`src/rtl/pll_ctrl_pkg.sv`:
```
// Shared types and constants for the PLL lock sequencer: FSM states,
// the phase-shift setup time and the sizing helper for the shared counter.
package pll_ctrl_pkg;

    typedef enum logic [2:0] {
        RST,
        WAIT,
        STAB,
        RUN,
        PSU,
        PSH,
        PSL
    } state_t;

    localparam int PS_SETUP = 2;

    // The shared counter must reach LOCK_TIMEOUT-1; every other limit is smaller.
    function automatic int cnt_width(input int timeout);
        return (timeout > 2) ? $clog2(timeout) : 1;
    endfunction

endpackage

```
`src/rtl/sync_2ff.sv`:
```
// Two-flop synchronizer for the asynchronous PLL LOCK input, cleared to 0 on reset.
module sync_2ff (
    input  logic clk,
    input  logic resetn,
    input  logic d,
    output logic q
);

    logic meta;

    always_ff @(posedge clk or negedge resetn) begin
        if (!resetn) begin
            meta <= 1'b0;
            q    <= 1'b0;
        end else begin
            meta <= d;
            q    <= meta;
        end
    end

endmodule

```
`src/rtl/pll_lock_sequencer.sv`:
```
// Sequences PLL reset, lock qualification and downstream reset release,
// and serves valid/ready phase-shift requests once the PLL is stable.
module pll_lock_sequencer
    import pll_ctrl_pkg::*;
#(
    parameter int RST_CYCLES   = 64,
    parameter int LOCK_TIMEOUT = 65536,
    parameter int LOCK_STABLE  = 1024,
    parameter int PS_PULSE_W   = 4,
    parameter int PS_GAP       = 8
) (
    input  logic       clk,
    input  logic       resetn,
    input  logic       pll_lock,
    output logic       pll_reset,
    output logic       sys_resetn,
    output logic       ready,
    input  logic       ps_valid,
    output logic       ps_ready,
    input  logic [2:0] ps_sel,
    input  logic       ps_dir,
    input  logic [3:0] ps_steps,
    output logic       ps_done,
    output logic       ps_err,
    output logic [2:0] pssel,
    output logic       psdir,
    output logic       pspulse,
    output logic       lock_err,
    output logic [7:0] relock_cnt
);

    localparam int CW = cnt_width(LOCK_TIMEOUT);

    state_t        state, state_nx;
    logic [CW-1:0] cnt, cnt_nx;
    logic [3:0]    steps_left, steps_nx;
    logic          lock_s;
    logic          take, lock_loss, timeout, done_ok, done_abort;
    logic          pll_reset_nx, ready_nx, ps_ready_nx, pspulse_nx;
    logic          ps_done_nx, ps_err_nx, psdir_nx, lock_err_nx;
    logic [2:0]    pssel_nx;
    logic [7:0]    relock_nx;

    sync_2ff u_lock_sync (
        .clk    (clk),
        .resetn (resetn),
        .d      (pll_lock),
        .q      (lock_s)
    );

    always_ff @(posedge clk or negedge resetn) begin
        if (!resetn) begin
            state      <= RST;
            cnt        <= '0;
            steps_left <= '0;
            pll_reset  <= 1'b1;
            sys_resetn <= 1'b0;
            ready      <= 1'b0;
            ps_ready   <= 1'b0;
            pspulse    <= 1'b0;
            pssel      <= '0;
            psdir      <= 1'b0;
            ps_done    <= 1'b0;
            ps_err     <= 1'b0;
            lock_err   <= 1'b0;
            relock_cnt <= '0;
        end else begin
            state      <= state_nx;
            cnt        <= cnt_nx;
            steps_left <= steps_nx;
            pll_reset  <= pll_reset_nx;
            sys_resetn <= ready_nx;
            ready      <= ready_nx;
            ps_ready   <= ps_ready_nx;
            pspulse    <= pspulse_nx;
            pssel      <= pssel_nx;
            psdir      <= psdir_nx;
            ps_done    <= ps_done_nx;
            ps_err     <= ps_err_nx;
            lock_err   <= lock_err_nx;
            relock_cnt <= relock_nx;
        end
    end

    // The WAIT cycle that first sees lock counts as the first stable sample.
    always_comb begin
        state_nx   = state;
        cnt_nx     = cnt + CW'(1);
        steps_nx   = steps_left;
        take       = 1'b0;
        timeout    = 1'b0;
        done_ok    = 1'b0;
        lock_loss  = !lock_s && (state inside {RUN, PSU, PSH, PSL});
        done_abort = 1'b0;
        case (state)
            RST: begin
                if (cnt == CW'(RST_CYCLES - 1)) begin
                    state_nx = WAIT;
                    cnt_nx   = '0;
                end
            end
            WAIT: begin
                if (lock_s) begin
                    state_nx = STAB;
                    cnt_nx   = CW'(1);
                end else if (cnt == CW'(LOCK_TIMEOUT - 1)) begin
                    state_nx = RST;
                    cnt_nx   = '0;
                    timeout  = 1'b1;
                end
            end
            STAB: begin
                if (!lock_s) begin
                    state_nx = WAIT;
                    cnt_nx   = '0;
                end else if (cnt == CW'(LOCK_STABLE - 1)) begin
                    state_nx = RUN;
                    cnt_nx   = '0;
                end
            end
            RUN: begin
                cnt_nx = '0;
                if (!lock_s) begin
                    state_nx   = RST;
                    done_abort = ps_valid && ps_ready;
                end else if (ps_valid && ps_ready) begin
                    take     = 1'b1;
                    steps_nx = ps_steps;
                    if (ps_steps == 4'd0) begin
                        done_ok = 1'b1;
                    end else begin
                        state_nx = PSU;
                    end
                end
            end
            PSU, PSH, PSL: begin
                if (!lock_s) begin
                    state_nx   = RST;
                    cnt_nx     = '0;
                    done_abort = 1'b1;
                end else if (state == PSU && cnt == CW'(PS_SETUP - 1)) begin
                    state_nx = PSH;
                    cnt_nx   = '0;
                end else if (state == PSH && cnt == CW'(PS_PULSE_W - 1)) begin
                    state_nx = PSL;
                    cnt_nx   = '0;
                    steps_nx = steps_left - 4'd1;
                end else if (state == PSL && cnt == CW'(PS_GAP - 1)) begin
                    cnt_nx = '0;
                    if (steps_left != 4'd0) begin
                        state_nx = PSH;
                    end else begin
                        state_nx = RUN;
                        done_ok  = 1'b1;
                    end
                end
            end
            default: begin
                state_nx = RST;
                cnt_nx   = '0;
            end
        endcase
    end

    // Outputs are computed from the next state so they register in step with it.
    always_comb begin
        pll_reset_nx = (state_nx == RST);
        ready_nx     = (state_nx inside {RUN, PSU, PSH, PSL});
        ps_ready_nx  = (state_nx == RUN);
        pspulse_nx   = (state_nx == PSH);
        pssel_nx     = take ? ps_sel : pssel;
        psdir_nx     = take ? ps_dir : psdir;
        ps_done_nx   = done_ok || done_abort;
        ps_err_nx    = done_abort;
        lock_err_nx  = lock_err || timeout;
        relock_nx    = (lock_loss && relock_cnt != 8'hFF) ? relock_cnt + 8'd1 : relock_cnt;
    end

endmodule

```
`config.mk`:
```
export PLATFORM = sky130hd
export DESIGN_NAME = pll_lock_sequencer
export DESIGN_NICKNAME = d
export VERILOG_FILES = /design/src/rtl/pll_ctrl_pkg.sv /design/src/rtl/sync_2ff.sv /design/src/rtl/pll_lock_sequencer.sv
export SDC_FILE = /design/constraint.sdc
export NUM_CORES = 1
export LEC_CHECK = 0
export BUFFER_PORTS_ARGS = -buffer_cell sky130_fd_sc_hd__buf_2
export CAP_MARGIN = 25
export CORE_UTILIZATION = 39
export DETAILED_ROUTE_END_ITERATION = 7
export GPL_ROUTABILITY_DRIVEN = 0
export PLACE_DENSITY_LB_ADDON = 0.1
export SLEW_MARGIN = 25
export SYNTH_ARGS = -nofsm -noshare
export SYNTH_HDL_FRONTEND = slang
export SYNTH_HIERARCHICAL = 1
export SYNTH_SLANG_ARGS = --single-unit
```
`constraint.sdc`:
```
create_clock -name clk -period 5.6 [get_ports clk]
set_input_delay 0 -clock clk [delete_from_list [all_inputs] [get_ports clk]]
set_output_delay 0 -clock clk [all_outputs]
set_load 0.05 [all_outputs]
```
==> qor.yml, run 1 <==
run_status:
  status: "finished clean"
synthesis:
  synth_mux_area_share_pct: 3.40
  async_flop_share_pct: 100
  yosys-top-cells-area: "dfrtp_1, nor2_1, xnor2_1, nand2_1, xor2_1"
  synth_top_area_cell: "dfrtp_1"
  ys_warn_count: 6
  yosysSeqAreaShare_pct: 48.4
  synth_compound_area_share_pct: 10.2
  synthAdderAreaFrac_pct: 2.20
  ys_types: 47
  syn_area_um2: 2280
  synth_common_cells: "dfrtp_1, nor2_1, nand2_1"
  yosysMostFrequentCell: "dfrtp_1"
  syn-num-nets: 240
  ys_seq_elements: 44
  synth-simple-area-share_pct: 24.6
  synthXorXnorAreaFrac_pct: 8.84
  synth_cells: 224
  synth_top_area_share_pct: 47.2
  synth_top_flop_cell: "dfrtp_1"
  synth_top_family_by_area: "simple AND/OR/NAND/NOR gates"
  avgSynthCellArea_um2: 10.2
  synth_edf_count: 0
routing:
  initialDrtViolationCount: 64
  routedWlPerCell_um: 13.7
  vias: 1717
  drc_errors: 0
  antenna_left: 0
  totalWireLength_mm: 4.62
  drt-pass1-iter-count: 4
  routed_via_density: 5.09
clocking:
  cts_root_buf: "clkbuf_8"
  cts_made_buffers: 5
  ctsResizeCount: 0
  ctsHoldBuffers: 7
  postCtsSetupBuffers: 0
  cts_max_level: 2
  clkTransAtPathRegs_ns: 0.08
  clock_latency_ns: 0.29
  cts_buffer_depth: 2
  cts_sinks: 44
  cts_tree: "built"
finish:
  instances_no_fill: 337
  area_delta_synth_final_pct: 17.3
  diodes: 0
  drive_above_1_share_pct: 23.4
  utilization_pct: 48.0
  final_cell_area_um2: 2680
  layout.nets: 280
timing:
  fin_ws_ns: 3.32
  slew_headroom_pct: 61.5
  fin_setup_tns_ns: 0
  fin_hold_ws_ns: 0.0180
  finalHoldViolCount: 0
  max_freq_ghz: 0.438
  period_minus_slack_ns: 2.28
  setup_violations: 0
  clock-skew-final_ns: 0.00466
  grt_setup_unrepaired: "false"
  period_share_pct: 40.8
  drv_slew: 0
  max_slew.worst_pin.slew_ns: 0.576
power_and_ir_drop:
  power_leakage_nw: 1.25
  power_mw: 0.577
  irDropWorstVdd_uv: 99.2
  power.density_nw_per_um2: 216
global_route:
  grt_overflow_total: 0
  grt_max_degree: 45
  grtUsageTotal_pct: 17.0
  grt_pass1_vias: 1739
  antenna_found_initial: 0
  grt_pass1_wl_mm: 8.12
worst_hold_path:
  min-delay-start: "ps_steps[3]"
  min_to: "steps_left[3]$_DFFE_PN0P_"
  holdCritPathClass: "input port to register"
  whs_path_depth: 3
floorplanning:
  start_util_pct: 40.9
  die_y_um: 78.5
  rows: 27
  dieArea_um2: 6160
  die_x_um: 78.5
  core_um2: 5570
  num_io_pins: 32
critical_path:
  reg2reg_depth: 5
  crit_type: "register to register"
  cp.arrival_ns: 2.44
  critPathLaunchType: "register"
  r2r_end: "cnt[3]$_DFF_PN0_"
  cp_max_fo: 14
  critical_path_required_ns: 5.75
  cp-end-kind: "register"
  r2r-start: "state[1]$_DFF_PN0_"
  regToRegSetupSlack_ns: 3.32
place:
  dp_hpwl_mm: 3.29
  placed_area_um2: 2490
  dp_slack_ns: 3.27
  dp.cells: 322
  io_buffer_count: 31
run:
  drv_cap: 0
[worst max path at each step]
stage                     slack, ns                 startpoint  cells past startpoint                        end
after global placement         3.33         state[1]$_DFF_PN0_                      5          cnt[11]$_DFF_PN0_
final                          3.32         state[1]$_DFF_PN0_                      5           cnt[3]$_DFF_PN0_
after detailed placement       3.27         state[1]$_DFF_PN0_                      5           cnt[3]$_DFF_PN0_
after CTS                      3.27         state[1]$_DFF_PN0_                      5           cnt[3]$_DFF_PN0_
after global routing           3.02           cnt[6]$_DFF_PN0_                      6           cnt[3]$_DFF_PN0_
after floorplan                3.52  relock_cnt[2]$_DFFE_PN0P_                      6  relock_cnt[3]$_DFFE_PN0P_
[critical path, cell delays in order (launching register included)]
cell and delay, ns:
dfrtp_1 0.55, or2_2 0.39, a2111oi_0 0.39, o31ai_1 0.20, nor2_2 0.48, nor2_1 0.14
[where the power goes]
group	switching (mW)	internal, mW
sequential	0.00150	0.318
clock	0.108	0.132
combinational	0.00944	0.00730
total	0.119	0.458
[flip-flops by register name, indices dropped and copies added (netlist names)]
register          flops
relock_cnt            8
ps_done               1
pspulse               1
pssel                 3
lock_err              1
u_lock_sync/meta      1
ps_err                1
psdir                 1
cnt                  16
steps_left            4
state                 3
u_lock_sync/q         1
pll_reset             1
ready                 1
ps_ready              1
[layout make-up]
class / count / area (µm²)
fillers: 550 / 2900
well taps: 72 / 90.1
repair buffers: 38 / 228
multi-input cells: 168 / 1120
clock buffers: 6 / 72.6
inverters: 7 / 26.3
clock inverters: 2 / 35.0
flip-flops and latches: 44 / 1100
[cell usage in the layout (no fill, tap or decap), types with 5 or more instances in the layout]
master          n
inv_1           6
nand2_1        22
xor2_1          9
o21ai_0         6
dlygate4sd3_1   7
nand3_1         8
mux2_2          6
clkbuf_8        5
buf_2          30
nor2_1         36
dfrtp_1        43
xnor2_1        14
[cells by family after synthesis]
group / Yosys count
AOI/OAI and AO/OA: 31
xor gates and xnor gates: 23
adders and majority gates: 4
buffers and inverters: 12
DFF: 44
muxes: 7
and+or+nand+nor: 103
[metal layers]
| layer | track usage, % | part of all wire [%] |
|---|---|---|
| met1 | 23.1 | 50 |
| met2 | 26.6 | 46 |
| met3 | 3.95 | 2.9 |
| met4 | 5.74 | 1.1 |
| met5 | 0 | 0 |
Note: power is estimated with default switching activity, not from simulation.
==> inputs of run 2 (changes only) <==
==> constraint.sdc (replaced) <==
create_clock -name clk -period 2 [get_ports clk]
set_input_delay 0 -clock clk [delete_from_list [all_inputs] [get_ports clk]]
set_output_delay 0 -clock clk [all_outputs]
set_load 0.05 [all_outputs]
==> qor.yml, run 2 (synthesis gave the netlist of run 1 again) <==
critical_path:
  critPathLaunchType: "register"
  cp.arrival_ns: 2.11
  cp_max_fo: 4
  crit_type: "register to register"
  critical_path_required_ns: 2.19
  cp-end-kind: "register"
clocking:
  clkTransAtPathRegs_ns: 0.08
  cts_tree: "built"
  cts_max_level: 2
  clock_latency_ns: 0.30
  cts_buffer_depth: 2
  cts_made_buffers: 5
  cts_sinks: 44
  cts_root_buf: "clkbuf_8"
routing:
  vias: 1801
  antenna_left: 0
  routed_via_density: 4.96
  totalWireLength_mm: 4.87
  drt-pass1-iter-count: 4
  routedWlPerCell_um: 13.4
  initialDrtViolationCount: 36
  drc_errors: 0
timing:
  fin_hold_ws_ns: 0.00812
  period_share_pct: 96.2
  clock-skew-final_ns: 0.00855
  period_minus_slack_ns: 1.92
  max_slew.worst_pin.slew_ns: 0.826
  grt_setup_unrepaired: "true"
  finalHoldViolCount: 0
  max_freq_ghz: 0.520
  drv_slew: 0
  setup_violations: 0
  slew_headroom_pct: 44.9
power_and_ir_drop:
  pwr-share-seq_pct: 51.3
  irDropWorstVdd_uv: 280
  p_int_mw: 1.41
  comb_power_share_pct: 2.9
  power_mw: 1.74
  p_switching_mw: 0.329
  sw_frac_of_total_pct: 18.9
  power.density_nw_per_um2: 587
  clkPwrFrac_pct: 45.7
  power_leakage_nw: 1.40
global_route:
  grt_max_degree: 38
  grt_overflow_total: 0
  grtUsageTotal_pct: 17.0
  antenna_found_initial: 0
  grt_pass1_vias: 1687
  grt_pass1_wl_mm: 8.16
place:
  io_buffer_count: 31
  dp_hpwl_mm: 3.52
  placed_area_um2: 2670
floorplanning:
  dieArea_um2: 6160
  core_um2: 5570
  die_y_um: 78.5
  die_x_um: 78.5
  num_io_pins: 32
  rows: 27
  start_util_pct: 40.9
finish:
  regMostFlops: "cnt"
  final_common_cell: "dfrtp_1"
  drive_above_1_share_pct: 34.0
  layout.nets: 306
  final_cell_area_um2: 2970
  layout_common_cells: "dfrtp_1, nor2_1, buf_2, buf_4, nand2_1"
  largest_reg_flops: 16
  diodes: 0
  area_delta_synth_final_pct: 30.2
  reg_top3: "cnt x16, relock_cnt x8, steps_left x4"
run_status:
  status: "finished clean"
run:
  drv_cap: 0
worst_hold_path:
  holdCritPathClass: "input port to register"
## run 2: cell types whose count changed in the layout (fill, tap and decap cells not counted), sizes merged
cell | previous run | this run
clkinv | 1 | 0
buf | 31 | 57
bufinv | 1 | 2
## run 2: final cells by class
cell class              count  area, µm²
fillers                   538       2610
multi-input cells         168       1180
flip-flops and latches     44       1110
repair buffers             64        433
well taps                  72       90.1
clock buffers               6       72.6
clock inverters             2       60.1
inverters                   7       26.3
## run 2: metrics by stage
| stage | util (%) | worst slack, ns | cells | setup TNS [ns] |
|---|---|---|---|---|
| CTS | 51.7 | 0.0392 | 358 | 0 |
| global placement | 47.9 | 0.0118 | 343 | 0 |
| global route | 53.2 | -0.0645 | 363 | -0.808 |
| floorplan | - | 0.0570 | 224 | 0 |
| finish | 53.2 | 0.0753 | 363 | 0 |
| detailed placement | 47.9 | 0.00778 | 343 | 0 |
## run 2: path summary, 6_finish.rpt
kind                                                   to  cells past startpoint                       start  slack (ns)
worst max-delay path                      ready$_DFF_PN0_                      6            cnt[8]$_DFF_PN0_        0.08
worst min-delay path            steps_left[3]$_DFFE_PN0P_                      3                 ps_steps[3]       0.008
worst max register to register            ready$_DFF_PN0_                      6            cnt[8]$_DFF_PN0_        0.08
worst min register to register    u_lock_sync/q$_DFF_PN0_                      0  u_lock_sync/meta$_DFF_PN0_        0.35
max in group asynchronous                cnt[8]$_DFF_PN0_                      3                      resetn        1.02
min in group asynchronous       steps_left[0]$_DFFE_PN0P_                      2                      resetn        0.34
## run 2: per-layer routing
layer	GRT usage [%]	up-vias	routed length, µm
li1	-	908	-
met1	23.8	858	2410
met2	26.3	31	2250
met3	3.49	4	145
met4	5.56	0	62
met5	0	-	0
## run 2: worst max-delay path: stages, from the launching register on
cell and delay, ns:
dfrtp_2 0.44, nor4_4 0.30, nand2_2 0.12, or4_4 0.54, a21oi_2 0.14, o22ai_2 0.10
a21o_1 0.17
## run 2: power by group through the flow
stage | Combinational, mW | Clock, mW | Sequential, mW
4_1_cts | 0.0519 | 0.823 | 0.894
2_1_floorplan | 0.00975 | 0 | 0.909
3_5_place_dp | 0.0412 | 0 | 0.912
6_report | 0.0509 | 0.796 | 0.894
3_3_place_gp | 0.0415 | 0 | 0.912
5_1_grt | 0.0579 | 0.867 | 0.895
## run 2: timing repair
action | 4_1_cts | 5_1_grt
hold endpoints to repair | 41 | 0
pin swaps | 0 | 5
endpoints found under the setup margin | 3 | 22
buffers inserted | 0 | 5
resized for setup | 2 | 12
hold buffers | 7 | 0
==> inputs of run 3 (changes only) <==
--- a/config.mk
+++ b/config.mk
@@ -7,7 +7,7 @@
 export LEC_CHECK = 0
 export BUFFER_PORTS_ARGS = -buffer_cell sky130_fd_sc_hd__buf_2
 export CAP_MARGIN = 25
-export CORE_UTILIZATION = 39
+export CORE_UTILIZATION = 51
 export DETAILED_ROUTE_END_ITERATION = 7
 export GPL_ROUTABILITY_DRIVEN = 0
 export PLACE_DENSITY_LB_ADDON = 0.1
==> qor.yml, run 3 (synthesis gave the netlist of run 1 again) <==
floorplanning:
  num_io_pins: 32
  rows: 23
  die_y_um: 68.9
  core_um2: 4140
  die_x_um: 68.9
  start_util_pct: 55.0
  dieArea_um2: 4740
routing:
  routed_via_density: 5.41
  routedWlPerCell_um: 14.6
  drc_errors: 0
  antenna_left: 0
  drt-pass1-iter-count: 4
  totalWireLength_mm: 4.93
  initialDrtViolationCount: 149
  vias: 1829
clocking:
  cts_root_buf: "clkbuf_8"
  cts_sinks: 44
  cts_made_buffers: 5
  postCtsSetupBuffers: 0
  cts_max_level: 2
  cts_tree: "built"
  cts_buffer_depth: 2
  clkTransAtPathRegs_ns: 0.09
  clock_latency_ns: 0.30
critical_path:
  critical_path_required_ns: 2.20
  cp.arrival_ns: 2.17
  crit_type: "register to register"
  critPathSlowestCell: "or4_1"
  slowest_delay_ns: 0.52
  cp_max_fo: 4
  crit_path_cell_trace: "nor4_4, nand3_1, or4_1, a21oi_2, o22ai_2, a21o_1"
  critPathLaunchType: "register"
  cp-end-kind: "register"
timing:
  fin_hold_ws_ns: 0.00393
  fin_setup_tns_ns: 0
  period_share_pct: 98.4
  period_minus_slack_ns: 1.97
  clock-skew-final_ns: 0.0123
  slew_headroom_pct: 49.3
  grt_setup_unrepaired: "true"
  finalHoldViolCount: 0
  max_freq_ghz: 0.508
  drv_slew: 0
  max_slew.worst_pin.slew_ns: 0.761
  setup_violations: 0
finish:
  drive_above_1_share_pct: 33.3
  multi_input_area_um2: 1180
  diodes: 0
  regMostFlops: "cnt"
  largest_reg_flops: 16
  layout.nets: 303
  reg_top3: "cnt x16, relock_cnt x8, steps_left x4"
  instances_no_fill: 338
  nFillCells: 320
  final_common_cell: "dfrtp_1"
  utilization_pct: 69.9
  seq_area_um2: 1110
  area_delta_synth_final_pct: 27.1
  layout_common_cells: "dfrtp_1, nor2_1, buf_2, nand2_1, buf_4"
power_and_ir_drop:
  power_leakage_nw: 1.37
  clkPwrFrac_pct: 42.3
  sw_frac_of_total_pct: 21.2
  power.density_nw_per_um2: 564
  p_int_mw: 1.29
  comb_power_share_pct: 3.0
  p_switching_mw: 0.347
  irDropWorstVdd_uv: 464
  pwr-share-seq_pct: 54.7
global_route:
  grt_max_degree: 35
  grt_overflow_total: 0
  grtUsageTotal_pct: 22.9
  antenna_found_initial: 0
  grt_pass1_wl_mm: 7.76
  grt_pass1_vias: 1738
place:
  dp.cells: 323
  io_buffer_count: 31
  dp_hpwl_mm: 3.56
run_status:
  status: "finished clean"
worst_hold_path:
  holdCritPathClass: "input port to register"
run:
  drv_cap: 0
run 3: changes by cell type in the layout (fill, tap and decap cells not counted), moves of 2 or more:
cell,change
buf_4,-3
o21ai_0,+2
o31ai_1,-2
o31ai_2,+2
or4_1,+2
or4_4,-2
run 3: what timing repair did:
| action | 4_1_cts | 5_1_grt |
|---|---|---|
| hold buffers | 7 | 0 |
| pin swaps | 0 | 2 |
| hold endpoints to repair | 38 | 0 |
| setup endpoints to repair | 5 | 20 |
| gates resized for setup | 1 | 11 |
run 3: layout make-up:
| cell class | count | area share (%) |
|---|---|---|
| clock inverters | 3 | 1.60 |
| multi-input cells | 168 | 40.6 |
| well taps | 50 | 2.16 |
| inverters | 7 | 0.907 |
| repair buffers | 61 | 14.2 |
| flip-flops and latches | 44 | 38.2 |
| clock buffers | 5 | 2.37 |
run 3: path summary, 6_finish.rpt:
check / slack, ns / to / cells past startpoint / start
worst min register to register: 0.36 / u_lock_sync/q$_DFF_PN0_ / 0 / u_lock_sync/meta$_DFF_PN0_
max in group asynchronous: 1.05 / relock_cnt[5]$_DFFE_PN0P_ / 3 / resetn
worst max-delay path: 0.03 / ready$_DFF_PN0_ / 6 / cnt[10]$_DFF_PN0_
worst min-delay path: 0.004 / steps_left[2]$_DFFE_PN0P_ / 3 / ps_steps[2]
min in group asynchronous: 0.30 / steps_left[0]$_DFFE_PN0P_ / 2 / resetn
worst max register to register: 0.03 / ready$_DFF_PN0_ / 6 / cnt[10]$_DFF_PN0_
run 3: power by group through the flow:
stage | Combinational, mW | Clock (mW) | Sequential [mW]
after global routing | 0.0571 | 0.740 | 0.896
final | 0.0486 | 0.691 | 0.895
after CTS | 0.0499 | 0.705 | 0.895
after detailed placement | 0.0392 | 0 | 0.913
after global placement | 0.0391 | 0 | 0.913
after floorplan | 0.00975 | 0 | 0.909
run 3: layer usage:
| layer | wire (µm) | vias up | track usage [%] |
|---|---|---|---|
| li1 | - | 908 | - |
| met1 | 2320 | 870 | 29.1 |
| met2 | 2370 | 47 | 37.5 |
| met3 | 180 | 4 | 5.59 |
| met4 | 57 | 0 | 8.93 |
| met5 | 0 | - | 0 |
run 3: critical path, delay by kind of cell (launching register included):
kind | cells | cell delay [ns]
and+or+nand+nor | 3 | 1.01
AOI/OAI and AO/OA | 3 | 0.45
DFF | 1 | 0.41
run 3: stage by stage:
| step | setup WS (ns) | area [µm²] | power (mW) |
|---|---|---|---|
| after floorplan | 0.0570 | 2280 | 0.919 |
| after global placement | 0.0977 | 2660 | 0.952 |
| after detailed placement | 0.00725 | 2660 | 0.952 |
| after CTS | 0.0403 | 2840 | 1.65 |
| after global routing | -0.0160 | 2900 | 1.69 |
| final | 0.0314 | 2900 | 1.63 |
